File: src/rtl/game_event_reporter.sv
// Frame-synchronous game event encoder for the frog game: queues collision/landing/frog-change
// events in a FIFO that Nios software drains over an Avalon-MM slave.
module game_event_reporter #(
  parameter int unsigned DEPTH = 16,
  parameter int unsigned CNT_W = 16
) (
  input  logic        Clk,
  input  logic        Reset_n,
  input  logic        frame_clk,
  input  logic [3:0]  Car_Collision,
  input  logic [3:0]  LPad_Collision,
  input  logic [2:0]  Frog_Sel,
  input  logic [1:0]  avs_address,
  input  logic        avs_read,
  input  logic        avs_write,
  input  logic [31:0] avs_writedata,
  output logic [31:0] avs_readdata,
  output logic        irq
);

  localparam int unsigned AW = $clog2(DEPTH);
  typedef logic [AW:0] ptr_t;

  logic             r_fs1, r_fs2, r_fd;
  logic [CNT_W-1:0] r_frame_cnt;
  logic [CNT_W-1:0] r_ovf;
  logic [3:0]       r_prev_car, r_prev_lpad;
  logic [2:0]       r_prev_sel;
  logic             r_primed;
  logic             r_irq_en;
  logic             r_irq;
  logic [31:0]      r_readdata;
  ptr_t             r_wr, r_rd;
  logic [31:0]      r_mem [DEPTH];

  logic             w_tick;
  logic [CNT_W-1:0] w_frame_nxt;
  logic [31:0]      w_event;
  ptr_t             w_level;
  logic             w_full, w_empty;
  logic             w_clear, w_pop, w_push_req, w_push, w_ovf_inc;
  logic [31:0]      w_rdata;
  logic             w_unused;

  assign w_unused = ^avs_writedata[31:2];

  assign w_tick      = r_fs2 & ~r_fd;
  assign w_frame_nxt = r_frame_cnt + CNT_W'(1);

  assign w_event = {16'(w_frame_nxt), 4'b0000,
                    Car_Collision & ~r_prev_car,
                    LPad_Collision & ~r_prev_lpad,
                    (Frog_Sel != r_prev_sel),
                    Frog_Sel};

  assign w_level = r_wr - r_rd;
  assign w_full  = (w_level == ptr_t'(DEPTH));
  assign w_empty = (w_level == '0);

  // Clear outranks every pointer move; a dropped push during clear is not an overflow.
  assign w_clear    = avs_write & (avs_address == 2'd3) & avs_writedata[1];
  assign w_pop      = avs_read & (avs_address == 2'd0) & ~w_empty & ~w_clear;
  assign w_push_req = w_tick & r_primed & (|w_event[11:3]);
  assign w_push     = w_push_req & (~w_full | w_pop) & ~w_clear;
  assign w_ovf_inc  = w_push_req & w_full & ~w_pop & ~w_clear;

  always_comb begin
    w_rdata = '0;
    case (avs_address)
      2'd0:    if (!w_empty) w_rdata = r_mem[r_rd[AW-1:0]];
      2'd1:    w_rdata = {16'(r_ovf), 8'(w_level), 6'b000000, w_full, w_empty};
      2'd2:    w_rdata = {16'h0000, 16'(r_frame_cnt)};
      default: w_rdata = {31'b0, r_irq_en};
    endcase
  end

  always_ff @(posedge Clk or negedge Reset_n) begin
    if (!Reset_n) begin
      r_fs1       <= 1'b0;
      r_fs2       <= 1'b0;
      r_fd        <= 1'b0;
      r_frame_cnt <= '0;
      r_ovf       <= '0;
      r_prev_car  <= '0;
      r_prev_lpad <= '0;
      r_prev_sel  <= '0;
      r_primed    <= 1'b0;
      r_irq_en    <= 1'b0;
      r_irq       <= 1'b0;
      r_readdata  <= '0;
      r_wr        <= '0;
      r_rd        <= '0;
    end else begin
      r_fs1 <= frame_clk;
      r_fs2 <= r_fs1;
      r_fd  <= r_fs2;
      r_irq <= r_irq_en & ~w_empty;

      if (w_tick) begin
        r_frame_cnt <= w_frame_nxt;
        r_prev_car  <= Car_Collision;
        r_prev_lpad <= LPad_Collision;
        r_prev_sel  <= Frog_Sel;
      end

      if (avs_read) r_readdata <= w_rdata;
      if (avs_write && avs_address == 2'd3) r_irq_en <= avs_writedata[0];

      if (w_clear) begin
        r_wr     <= '0;
        r_rd     <= '0;
        r_ovf    <= '0;
        r_primed <= 1'b0;
      end else begin
        if (w_tick) r_primed <= 1'b1;
        if (w_push) r_wr <= r_wr + ptr_t'(1);
        if (w_pop)  r_rd <= r_rd + ptr_t'(1);
        if (w_ovf_inc && r_ovf != '1) r_ovf <= r_ovf + CNT_W'(1);
      end
    end
  end

  always_ff @(posedge Clk or negedge Reset_n) begin
    if (!Reset_n) begin
      for (int unsigned i = 0; i < DEPTH; i++) r_mem[i] <= '0;
    end else if (w_push) begin
      r_mem[r_wr[AW-1:0]] <= w_event;
    end
  end

  assign avs_readdata = r_readdata;
  assign irq          = r_irq;

endmodule
File: config.mk
export PLATFORM = sky130hd
export DESIGN_NAME = game_event_reporter
export DESIGN_NICKNAME = d
export VERILOG_FILES = /design/src/rtl/game_event_reporter.sv
export SDC_FILE = /design/constraint.sdc
export NUM_CORES = 1
export LEC_CHECK = 0
export BUFFER_PORTS_ARGS = -buffer_cell sky130_fd_sc_hd__buf_4
export CORE_ASPECT_RATIO = 1.1
export CORE_UTILIZATION = 40
export CTS_CLUSTER_SIZE = 20
export DETAILED_ROUTE_END_ITERATION = 7
export PLACE_DENSITY_LB_ADDON = 0.2
export SLEW_MARGIN = 5
export SYNTH_ARGS = -nofsm -noshare
export SYNTH_HDL_FRONTEND = slang
export SYNTH_SLANG_ARGS = --single-unit
File: constraint.sdc
create_clock -name Clk -period 3.2 [get_ports Clk]
set_input_delay 0.16 -clock Clk [delete_from_list [all_inputs] [get_ports Clk]]
set_output_delay 0.16 -clock Clk [all_outputs]
set_load 0.03 [all_outputs]
==> run summary <==
Status - complete, no violations
Setup Viol. Count Final - 0
Die height - 261 um
Placed Cells - 3019
CTS tree - done
Number of top-level pins - 83
Clk slew on worst S/H paths - 70 ps
HPWL after DPL - 44500 um
Required time of the critical path - 3730 ps
Worst-path maximum fanout - 22
Largest cells by area after synthesis - dfrtp_1, mux4_2, nand2_1
EDFF count, synth - 0
CP Launch Type - flip-flop
FF-to-FF End - r_ovf[12]$_DFFE_PN0P_
Final hold viol count - 0
Max-cap violations - 0
H-tree Lvls - 2
Drt first pass iters - 7
Tightest Pin Transition - 1430 ps
Clk_skew - 31.4 ps
Starting Density - 0.406
First-pass GRT wire length - 109000 um
Number of synthesized register bits - 539
Max Clk Rate - 0.321 GHz
Synth-to-Final Area Change - 17.1%
Fraction of layout instances using a drive strength above 1 - 0.195
Top cells by count, synth - nand2_1, dfrtp_1, o21ai_0
Largest net degree at the start of global routing - 104
Main synth FF type - dfrtp_1
Fraction of registers with async set/reset - 1.00
Std cell rows - 94
Number of global-route vias before repair - 17700
DR DRC count - 0
Diodes inserted - 0
GRT Residual Overflow - 0
Setup ws final - 81.2 ps
R2R depth - 9
Post-route ant nets - 0
Top-area cell type share of the netlist area - 0.554
Reg-to-reg slack, setup - 80 ps
Layout net count - 2386
Critical Path AT - 3640 ps
Unrepaired setup endpoints after global routing - true
Worst min-delay path class - in2reg
Design Power - 21700 uW
PD cells - 762 nW/um2
Die width - 237 um
Reg2reg start - r_rd[0]$_DFFE_PN0P_
Clk sinks - 539
Slew Limit Fails - 0
Setup TNS - 0 ps
Hold Path End - avs_readdata[1]$_DFFE_PN0P_
Leakage - 0.0124 uW
Gr usage total - 0.234
Hold Slack - 50.3 ps
Synth Cell Area - 24300 um2
Synth warn - 0
Worst hold start - avs_address[1]
Slew headroom - 0.0490
Register area share after synthesis - 0.554
DR vias/cell - 5.55
Root buffer cell - clkbuf_16
Unique masters post-synth - 54
Final std cells w/o fill - 3137
Hold Path Depth - 5
PortBufs - 52
Clock Path Buffers - 3
Critical Path End Type - flip-flop
DR iter-0 viols - 1400
Pre-CTS setup slack - 79.1 ps
Total CTS buffers - 55
Wirelength per Cell - 22.5 um
Routed WL - 70600 um
Final worst-path cycle share - 0.975
Syn nets - 2339
Later-pin clock latency in the skew report - 620 ps
Syn Inst Count - 2277
Via count - 17400
Setup CP Type - reg2reg
Core ar. - 60000 um2
Count leader, synth - nand2_1
Yosys top cell by area - dfrtp_1
Fin crit period - 3120 ps
GPL Wtd Cong - 0.875
Max rail drop VDD - 477 uV
Mean Syn Cell Area - 10.7 um2
Die area - 61800 um2
Initial antenna violation count - 0
through the flow:
stage / utilization / cell area [um2]
after global placement: 0.442 / 26500
final: 0.475 / 28500
after detailed placement: 0.442 / 26500
after floorplan: - / 24300
after global routing: 0.475 / 28500
after CTS: 0.475 / 28500
cell usage in the layout, fill, tap and decap left out, types with 3 or more instances in the layout:
master and n:
o31ai_1 8, inv_1 11, nand4_1 7, and3_1 11, nand2_1 590, nand2b_1 15
nor3_1 6, o21ai_0 397, xor2_1 17, buf_4 130, mux2_2 53, o311ai_4 15
clkbuf_16 56, clkbuf_8 11, bufinv_16 4, mux4_2 116, buf_12 40, and3b_1 5
xnor2_1 16, ha_1 11, o311a_1 4, a21oi_1 42, clkbuf_1 17, nand3_1 76
a32oi_1 22, or4_1 8, dfrtp_1 536, inv_6 3, nor3b_1 4, clkinv_2 10
dlygate4sd3_1 15, and2_1 3, mux2i_1 9, nor2_1 53, or3_1 5
timing repair:
item,CTS,global route
hold buffers,15,0
buffers inserted,0,1
endpoints found under the hold margin,147,0
resized for setup,0,1
endpoints found under the setup margin,0,46
flip-flops by register name, indices dropped and copies added, names as in the netlist:
register,flops
avs_readdata,32
irq,1
r_fd,1
r_frame_cnt,16
r_fs1,1
r_fs2,1
r_irq_en,1
r_mem,448
r_ovf,16
r_prev_car,4
r_prev_lpad,4
r_prev_sel,3
r_primed,1
r_rd,5
r_wr,5
routing by layer:
| layer | global-route usage | vias to the layer above | share of wire | wire (um) |
|---|---|---|---|---|
| li1 | - | 8021 | - | - |
| met1 | 0.314 | 8816 | 0.43 | 30600 |
| met2 | 0.390 | 469 | 0.48 | 34200 |
| met3 | 0.0335 | 118 | 0.047 | 3340 |
| met4 | 0.0841 | 0 | 0.036 | 2530 |
| met5 | 0 | - | 0 | 0 |
worst max-delay path, cell delays in order (launching register included):
cell	delay, ps
dfrtp_4	490
ha_1	210
fa_1	430
xnor2_2	190
nor4b_2	280
buf_4	170
nor2_4	70
or3_4	490
or4_1	530
a21oi_1	160
report_power, final:
group,switching [uW],internal (uW),total [uW]
registers,624,7910,8540
logic,3950,2670,6630
clock network,2740,3800,6550
total,7320,14400,21700
cells by family (layout without fill, tap and decap cells):
kind of cell / Yosys count / in the layout / share of synthesized area
simple gates: 801 / 801 / 0.138
flops: 539 / 539 / 0.554
compound gates: 504 / 504 / 0.118
buf+inv: 208 / 300 / 0.0346
mux: 178 / 178 / 0.136
xor+xnor: 35 / 35 / 0.0129
fa+ha+maj: 12 / 12 / 0.00648
cell type report:
cell class | count | area, um2
clock buffers | 84 | 1620
clock inverters | 18 | 213
fillers | 5444 | 31500
inverters | 12 | 45.0
multi-input cells | 1530 | 10200
flip-flops and latches | 539 | 13500
well taps | 768 | 961
repair buffers | 186 | 1940
worst max path at each step:
stage	start	endpoint	slack (ps)	cells past startpoint
floorplan	r_rd[2]$_DFFE_PN0P_	r_mem[113]$_DFFE_PN0P_	-10	11
global placement	r_rd[0]$_DFFE_PN0P_	r_ovf[4]$_DFFE_PN0P_	110	8
detailed placement	r_rd[0]$_DFFE_PN0P_	r_ovf[10]$_DFFE_PN0P_	80	8
CTS	r_rd[0]$_DFFE_PN0P_	r_ovf[12]$_DFFE_PN0P_	60	8
global route	r_wr[0]$_DFFE_PN0P_	r_ovf[3]$_DFFE_PN0P_	-40	10
finish	r_rd[0]$_DFFE_PN0P_	r_ovf[12]$_DFFE_PN0P_	80	9
(Power assumes the default switching activity.)
